==> config.mk <==
export PLATFORM = sky130hd
export DESIGN_NAME = adc_sample_sequencer
export DESIGN_NICKNAME = d
export VERILOG_FILES = /design/src/rtl/adc_sample_sequencer_pkg.sv /design/src/rtl/adc_sample_sequencer_fifo.sv /design/src/rtl/adc_sample_sequencer.sv
export SDC_FILE = /design/constraint.sdc
export NUM_CORES = 1
export LEC_CHECK = 0
export ABC_AREA = 1
export BUFFER_PORTS_ARGS = -buffer_cell sky130_fd_sc_hd__buf_2
export CORE_MARGIN = 5
export CORE_UTILIZATION = 50
export CTS_BUF_LIST = sky130_fd_sc_hd__clkbuf_2 sky130_fd_sc_hd__clkbuf_4 sky130_fd_sc_hd__clkbuf_8
export DETAILED_ROUTE_END_ITERATION = 16
export GPL_ROUTABILITY_DRIVEN = 0
export GPL_TIMING_DRIVEN = 0
export PLACE_DENSITY = 0.7
export SETUP_SLACK_MARGIN = 0.4
export SYNTH_ARGS = -nofsm -noshare
export SYNTH_HDL_FRONTEND = slang
export SYNTH_SLANG_ARGS = --single-unit
==> constraint.sdc <==
create_clock -name clk -period 4.15 [get_ports clk]
set_input_delay 0.6225 -clock clk [delete_from_list [all_inputs] [get_ports clk]]
set_output_delay 0.6225 -clock clk [all_outputs]
set_load 0.01 [all_outputs]
==> src/rtl/adc_sample_sequencer_pkg.sv <==
// Shared acoustics front-end definitions: sequencer state encoding, default
// ADC word width and a constant-evaluable ceil(log2) helper.
package acoustics_pkg;

    localparam int ADC_DATA_W = 12;

    typedef enum logic [1:0] {
        IDLE    = 2'd0,
        CONVERT = 2'd1,
        HOLD    = 2'd2
    } seq_state_e;

    function automatic int clog2(input int value);
        int r;
        r = 0;
        for (int i = 0; i < 31; i++) begin
            if ((1 << i) < value) begin
                r = i + 1;
            end
        end
        return r;
    endfunction

endpackage

==> src/rtl/adc_sample_sequencer_fifo.sv <==
// Synchronous first-word-fall-through FIFO with a registered head word, so the
// read data leaves the block straight from a flop rather than the storage mux.
module sample_fifo
    import acoustics_pkg::*;
#(
    parameter int DATA_W = ADC_DATA_W,
    parameter int DEPTH  = 16
) (
    input  logic                    clk,
    input  logic                    reset,
    input  logic                    push_i,
    input  logic [DATA_W-1:0]       wdata_i,
    input  logic                    pop_i,
    output logic [DATA_W-1:0]       rdata_o,
    output logic                    valid_o,
    output logic [clog2(DEPTH):0]   count_o,
    output logic                    full_o,
    output logic                    empty_o
);

    localparam int AW = clog2(DEPTH);
    localparam logic [AW:0] FULL_CNT = (AW + 1)'(DEPTH);
    localparam logic [AW:0] ONE_CNT  = (AW + 1)'(1);

    logic [DATA_W-1:0] mem_q [DEPTH];
    logic [AW-1:0]     wr_ptr_q, rd_ptr_q;
    logic [AW:0]       count_q, count_d;
    logic [DATA_W-1:0] head_q, head_d;
    logic              valid_q;
    logic              do_push, do_pop;

    assign empty_o = (count_q == '0);
    assign full_o  = (count_q == FULL_CNT);
    assign do_pop  = pop_i & ~empty_o;
    // A pop frees a slot on the same edge, so a push into a full FIFO still lands.
    assign do_push = push_i & (~full_o | do_pop);

    assign count_d = count_q + {{AW{1'b0}}, do_push} - {{AW{1'b0}}, do_pop};

    always_comb begin
        head_d = head_q;
        if (do_push && (empty_o || (count_q == ONE_CNT && do_pop))) begin
            head_d = wdata_i;
        end else if (do_pop) begin
            head_d = mem_q[rd_ptr_q + AW'(1)];
        end
    end

    always_ff @(posedge clk) begin
        if (do_push) begin
            mem_q[wr_ptr_q] <= wdata_i;
        end
    end

    always_ff @(posedge clk) begin
        if (reset) begin
            wr_ptr_q <= '0;
            rd_ptr_q <= '0;
            count_q  <= '0;
            valid_q  <= 1'b0;
            head_q   <= '0;
        end else begin
            if (do_push) begin
                wr_ptr_q <= wr_ptr_q + AW'(1);
            end
            if (do_pop) begin
                rd_ptr_q <= rd_ptr_q + AW'(1);
            end
            count_q <= count_d;
            valid_q <= (count_d != '0);
            head_q  <= head_d;
        end
    end

    assign rdata_o = head_q;
    assign valid_o = valid_q;
    assign count_o = count_q;

endmodule

==> src/rtl/adc_sample_sequencer.sv <==
// Paces SIPO ADC conversions through the controller's active-low reset, captures
// each finished word into a FWFT FIFO and keeps sticky overflow/timeout flags.
module adc_sample_sequencer
    import acoustics_pkg::*;
#(
    parameter int DATA_W        = ADC_DATA_W,
    parameter int DEPTH         = 16,
    parameter int SAMPLE_PERIOD = 64,
    parameter int TIMEOUT       = 40
) (
    input  logic                    clk,
    input  logic                    reset,
    input  logic                    enable,
    input  logic                    clear_flags,
    input  logic                    data_ready,
    input  logic [DATA_W-1:0]       sample_data,
    output logic                    conv_rst_b,
    output logic                    rd_valid,
    output logic [DATA_W-1:0]       rd_data,
    input  logic                    rd_ready,
    output logic [clog2(DEPTH):0]   fifo_count,
    output logic                    overflow,
    output logic                    timeout
);

    localparam int CW = clog2(SAMPLE_PERIOD);
    localparam logic [CW-1:0] TO_LAST  = CW'(TIMEOUT - 1);
    localparam logic [CW-1:0] PER_LAST = CW'(SAMPLE_PERIOD - 1);

    seq_state_e    state_q;
    logic [CW-1:0] cnt_q;
    logic          conv_rst_b_q;
    logic          overflow_q, overflow_d;
    logic          timeout_q, timeout_d;
    logic          push, drop, timeout_evt;
    logic          fifo_full, fifo_empty;

    // data_ready is a level: the controller is held in reset before every
    // CONVERT, so the first high level seen here is always a fresh word.
    assign push        = (state_q == CONVERT) & data_ready;
    assign timeout_evt = (state_q == CONVERT) & ~data_ready & (cnt_q == TO_LAST);
    assign drop        = push & fifo_full & ~(rd_ready & ~fifo_empty);

    always_ff @(posedge clk) begin
        if (reset) begin
            state_q      <= IDLE;
            cnt_q        <= '0;
            conv_rst_b_q <= 1'b0;
        end else begin
            case (state_q)
                IDLE: begin
                    cnt_q <= '0;
                    if (enable) begin
                        state_q      <= CONVERT;
                        conv_rst_b_q <= 1'b1;
                    end
                end
                CONVERT: begin
                    cnt_q <= cnt_q + CW'(1);
                    if (data_ready || cnt_q == TO_LAST) begin
                        state_q      <= HOLD;
                        conv_rst_b_q <= 1'b0;
                    end
                end
                HOLD: begin
                    if (cnt_q == PER_LAST) begin
                        cnt_q <= '0;
                        if (enable) begin
                            state_q      <= CONVERT;
                            conv_rst_b_q <= 1'b1;
                        end else begin
                            state_q <= IDLE;
                        end
                    end else begin
                        cnt_q <= cnt_q + CW'(1);
                    end
                end
                default: begin
                    state_q      <= IDLE;
                    cnt_q        <= '0;
                    conv_rst_b_q <= 1'b0;
                end
            endcase
        end
    end

    // A set event in the same cycle as clear_flags wins.
    always_comb begin
        overflow_d = (overflow_q & ~clear_flags) | drop;
        timeout_d  = (timeout_q & ~clear_flags) | timeout_evt;
    end

    always_ff @(posedge clk) begin
        if (reset) begin
            overflow_q <= 1'b0;
            timeout_q  <= 1'b0;
        end else begin
            overflow_q <= overflow_d;
            timeout_q  <= timeout_d;
        end
    end

    sample_fifo #(
        .DATA_W (DATA_W),
        .DEPTH  (DEPTH)
    ) u_fifo (
        .clk     (clk),
        .reset   (reset),
        .push_i  (push),
        .wdata_i (sample_data),
        .pop_i   (rd_ready),
        .rdata_o (rd_data),
        .valid_o (rd_valid),
        .count_o (fifo_count),
        .full_o  (fifo_full),
        .empty_o (fifo_empty)
    );

    assign conv_rst_b = conv_rst_b_q;
    assign overflow   = overflow_q;
    assign timeout    = timeout_q;

endmodule

# After elaboration in Yosys (flattened, before gate mapping)
# Memories as Yosys holds them, arrays and structs flattened.
# Index checks and enable logic that the tools add are counted.
# op_classes
n_mux	15
n_eq_ne	9
bitwise_logic	17
reduce_logical	10
n_addsub	5
# op_table
cell	count
2-to-1 mux 12 bit	2
equality test 6 bit, second input constant	2
case mux 6 bit (2 select lines)	1
AND 1 bit	9
adder 4 x 1 -> 4 bit, second input constant	2
adder 6 x 1 -> 6 bit, second input constant	1
2-to-1 mux 1 bit	6
2-to-1 mux 2 bit	3
2-to-1 mux 6 bit	1
case mux 2 bit (3 select lines)	1
adder 5 x 1 -> 5 bit	1
equality test 5 x 1 -> 1 bit, second input constant	1
equality test 5 bit, second input constant	1
logical NOT 5 bit	1
inverter 1 bit	5
nonzero test 5 bit	1
subtractor 5 x 1 -> 5 bit	1
inequality test 2 bit, second input constant	2
bitwise OR 1 bit	3
case mux 1 bit (3 select lines)	1
AND reduction 3 bit	1
equality test 2 x 1 -> 1 bit, second input constant	1
equality test 2 bit, second input constant	1
logical AND 1 bit	2
other kinds (5)	6
# totals
input_bits	18
ram_bits	192
register_bits	37
output_inout_bits	21
wordCells	67
n_memories	1
# mem_list
name	depth	word_bits	rd	rd_ports_with_merged_regs	write_ports	line_no	rtl
u_fifo.mem_q	16	12	1	0	1	adc_sample_sequencer_fifo.sv:25	logic [DATA_W-1:0] mem_q [DEPTH];

# Depth between registers and ports, before layout
# depth
ltp_word	8
depth_mapped	15
depth_no_buf	15

# Cells and area by module
# Synthesis repeated with hierarchy kept, for this count alone.
# hier_totals
hier_cells	1021
hier_area_um2	10142.2
# by_module_without_submodules
mod	cells_each	area_each_um2	seq_area_each_um2	n_inst
sample_fifo	942	9552.9	6286.0	1
adc_sample_sequencer	79	589.3	220.2	1

# Worst setup path before layout
# Ideal clock, no wire load.
# synth_path
path_type	register -> register
startpoint	reg u_fifo.count_q[2], in the netlist u_fifo.count_o[2]
endpoint	reg u_fifo.valid_q, in the netlist u_fifo.valid_o
setup_ps	147
setup_slack_ps	1683
required_ps	4003
stages_incl_launch_ff	16
n_path_buf	0
synth_period_minus_slack_ps	2467
t_arrival_ps	2320
path_cell_list	dfxtp_1 inv_1 ha_1 inv_1 nor2_4 nand3_1 nand2_1 nor2_1 inv_1 o21ai_0 ha_1 inv_1 fa_1 o21ai_0 xor2_1 a41oi_1
# synth_between
elab_chain_cells	8
word_cells_on_any_way	10
classes_between	2 x add/sub; 1 x eq/ne; 5 x bitwise; 2 x reduce/logical
# synth_rtl
element	line_no	rtl
from (decl)	adc_sample_sequencer_fifo.sv:27	logic [AW:0] count_q, count_d;
from (signal assigned)	adc_sample_sequencer_fifo.sv:69	count_q <= count_d;
logical NOT 5 bit	adc_sample_sequencer_fifo.sv:32	assign empty_o = (count_q == '0);
inverter 1 bit	adc_sample_sequencer_fifo.sv:34	assign do_pop = pop_i & ~empty_o;
AND 1 bit	adc_sample_sequencer_fifo.sv:34	
bitwise OR 1 bit	adc_sample_sequencer_fifo.sv:36	assign do_push = push_i & (~full_o | do_pop);
AND 1 bit	adc_sample_sequencer_fifo.sv:36	
adder 5 x 1 -> 5 bit	adc_sample_sequencer_fifo.sv:38	assign count_d = count_q + {{AW{1'b0}}, do_push} - {{AW{1'b0}}, do_pop};
subtractor 5 x 1 -> 5 bit *	adc_sample_sequencer_fifo.sv:38	
nonzero test 5 bit *	adc_sample_sequencer_fifo.sv:70	valid_q <= (count_d != '0);
to (signal assigned)	adc_sample_sequencer_fifo.sv:70	
to (decl)	adc_sample_sequencer_fifo.sv:29	logic valid_q;
# Mark *: on every way between the ends. The rest lies on a longest branch, timed or not.
# A chain may end at the register's enable or synchronous reset.

# Worst setup path after layout
# layout_path
startpoint	reg u_fifo.count_q[3], in the netlist u_fifo.count_o[3]
endpoint	reg u_fifo.valid_q, in the netlist u_fifo.valid_o
# The elaborated chain is that of the path after synthesis.

==> impl_metrics.csv <==
group,metric,value,unit
setup_path,arrival,3.17,ns
clock_network,cts_buffer_depth,3,
setup_path,worstSetupStartpointType,"flip-flop",
floorplanning,dieHeight,152.1,um
power,p_leak,4.840,nW
detailed_routing,drc,0,
clock_network,cts.htree.levels,2,
timing,hold_slack,0.3636,ns
power,switching_share,0.3691,
yosys,synth-seq-area-share,0.6444,
global_route,grt_pass1_wl,36.49,mm
clock_network,clk_latency,0.52,ns
placed_design,portBuffers,38,
timing,skew,0.01708,ns
timing,min_period_over_period,0.6772,
power,switching_power,0.002570,W
yosys,syn_inst,1018,
timing,worst_pin_slew,1.201,ns
min_path,hold_class,"in2reg",
layout,antenna-diode-count,0,
setup_path,end_kind,"flip-flop",
detailed_routing,postRouteWirelength,23.65,mm
clock_network,hold_buffers,0,
floorplanning,initial_core_util,0.5038,
layout,area_growth,12.23,%
global_route,grt_max_degree,18,
yosys,synth_cell_types,31,
clock_network,cts_resized,0,
yosys,yosysTopAreaCell,"edfxtp_1",
power,p_per_area,614.5,nW/um^2
global_route,track_usage,0.2008,
detailed_routing,viasPerCell,5.131,
detailed_routing,drt_iter0_drc,636,
yosys,ys_ff_latch,229,
floorplanning,core-area,20040,um^2
outcome,status,"finished clean",
floorplanning,dieArea,23130,um^2
clock_network,post-cts-setup-buffers,0,
layout,drive_gt1_frac,0.1275,
setup_path,required,4.51,ns
setup_path,critPathKind,"reg2reg",
timing,max_freq,0.3558,GHz
clock_network,path_clk_slew,0.06,ns
power,ir_drop,309.9,uV
power,p_clk_frac,0.268,
clock_network,cts_sinks,229,
yosys,avgSynthCellArea,9.917,um^2
placed_design,dp_hpwl,15.76,mm
power,seqPwrFrac,0.389,
detailed_routing,wl_per_cell,16.99,um
global_route,antenna_found_initial,0,
power,p_total,0.006963,W
layout,design_area,11330,um^2
yosys,yosysTopAreaCellShare,0.5711,
timing,hold_violations,0,
yosys,yosysWarnings,0,
yosys,netlist_area,10100,um^2
timing,setup_tns,0,ns
power,intPower,0.004393,W
clock_network,cts_made_buffers,38,
setup_path,crit_path_max_fanout,5,
yosys,synth_top_cells_by_area,"edfxtp_1, nand2_1, dfxtp_1, nand3_1, inv_1",
detailed_routing,ant_nets,0,
run,maxCapViolCount,0,
power,comb_power_share,0.343,
timing,max_slew_margin,0.1965,
floorplanning,ios,39,
yosys,synth_nets,1053,
clock_network,tritoncts,"done",
floorplanning,fp.dieW,152.1,um
timing,setup_viol,0,
timing,period_minus_slack,2.810,ns
placed_design,dpl_cell_area,10620,um^2
detailed_routing,first_pass_iters,5,
floorplanning,row_count,52,
detailed_routing,vias,7143,
global_route,grt_pass1_vias,6720,
timing,final_max_slew_viol_count,0,
clock_network,root_buffer,"clkbuf_8",
global_route,grt_overflow_total,0,
layout,nets,1131,
timing,rsz0062_at_grt,"false",
cells by family (layout without fill, tap and decap cells):
logic type / after synthesis / in the layout / synth area share
xor gates and xnor gates: 8 / 8 / 0.009171
buffers and inverters: 185 / 289 / 0.07696
DFF: 229 / 229 / 0.6444
adders and majority gates: 17 / 17 / 0.02181
AOI/OAI and AO/OA: 53 / 53 / 0.03086
and+or+nand+nor: 526 / 526 / 0.2168
final timing paths:
path                                        start  depth (start not counted)                 end  slack, ns
worst max-delay path            u_fifo.count_o[3]                         15      u_fifo.valid_o       1.34
worst min-delay path                        reset                          2  u_fifo.wr_ptr_q[0]       0.36
worst max register to register  u_fifo.count_o[3]                         15      u_fifo.valid_o       1.34
worst min register to register            timeout                          2             timeout       0.46
cells in the mapped netlist (all sizes together):
| master | count |
|---|---|
| xor2 | 5 |
| nand2 | 338 |
| nand4 | 2 |
| xnor2 | 3 |
| ha | 16 |
| nor3 | 4 |
| inv | 142 |
| a41oi | 1 |
| or2 | 1 |
| a21oi | 27 |
| dfxtp | 37 |
| fa | 1 |
| nor3b | 1 |
| nand3 | 141 |
| buf | 30 |
| clkbuf | 13 |
| nand3b | 1 |
| o21ai | 23 |
| o21a | 2 |
| nor2 | 38 |
| edfxtp | 192 |
power by group through the flow:
stage | clock network (W) | registers [W] | logic (W)
after floorplan | 0 | 0.00278 | 0.00152
after CTS | 0.00190 | 0.00271 | 0.00235
after detailed placement | 0 | 0.00276 | 0.00234
final | 0.00187 | 0.00271 | 0.00239
after global placement | 0 | 0.00275 | 0.00231
after global routing | 0.00202 | 0.00272 | 0.00262
routing by layer:
metal  share of wire  track usage  vias to the layer above
met5               0            0                        -
met4           0.029      0.06721                        0
met3           0.065      0.03669                       54
met2            0.49       0.3402                      242
met1            0.42       0.2626                     3376
li1                -            -                     3471
worst max-delay path: stages (launching register included):
cell and delay, ns:
dfxtp_1 0.36, inv_1 0.08, ha_1 0.18, inv_1 0.09, nor2_4 0.05, nand3_1 0.07
nand2_1 0.16, nor2_1 0.22, inv_1 0.08, o21ai_0 0.08, ha_1 0.19, inv_1 0.05
fa_1 0.40, o21ai_0 0.26, xor2_1 0.24, a41oi_1 0.13
registers in the layout (all words and copies together) (netlist names):
| register | cells |
|---|---|
| u_fifo.valid_o | 1 |
| conv_rst_b | 1 |
| cnt_q | 6 |
| u_fifo.rd_ptr_q | 4 |
| overflow | 1 |
| u_fifo.rdata_o | 12 |
| timeout | 1 |
| u_fifo.mem_q | 192 |
| u_fifo.wr_ptr_q | 4 |
| state_q | 2 |
| u_fifo.count_o | 5 |
placed cells by master (no fill, tap or decap):
cell type / instances
xnor2_1: 1
nand2_1: 338
inv_1: 141
fa_1: 1
xnor2_2: 2
clkinv_2: 1
nor2_4: 1
buf_1: 3
nor3b_1: 1
buf_2: 56
nor2_1: 37
inv_2: 1
a21oi_1: 17
nand4_1: 2
nand3_2: 2
xor2_2: 1
dfxtp_1: 37
ha_1: 16
or2_2: 1
nor3_1: 4
edfxtp_1: 192
clkinv_1: 8
nand3b_1: 1
clkbuf_8: 39
xor2_1: 4
clkinvlp_4: 2
clkbuf_1: 11
a41oi_1: 1
buf_6: 5
buf_4: 4
clkbuf_4: 18
nand3_1: 139
o21a_1: 2
o21ai_0: 23
a21oi_2: 10
per-stage QoR:
step	utilization	cells	setup WS (ns)
6_report	0.5654	1392	1.340
5_1_grt	0.5654	1392	1.028
4_1_cts	0.5654	1392	1.326
3_5_place_dp	0.5302	1326	1.392
3_3_place_gp	0.5302	1326	1.431
2_1_floorplan	-	1018	1.683
cell type report:
type | count | area [um^2]
Buffer | 43 | 244.0
Multi-Input combinational cell | 604 | 2813
Tap cell | 270 | 337.8
Timing Repair Buffer | 38 | 190.2
Inverter | 142 | 533.0
Clock buffer | 55 | 656.9
Fill cell | 1797 | 8708
Clock inverter | 11 | 50.05
Sequential cell | 229 | 6506
(Power assumes the default switching activity.)
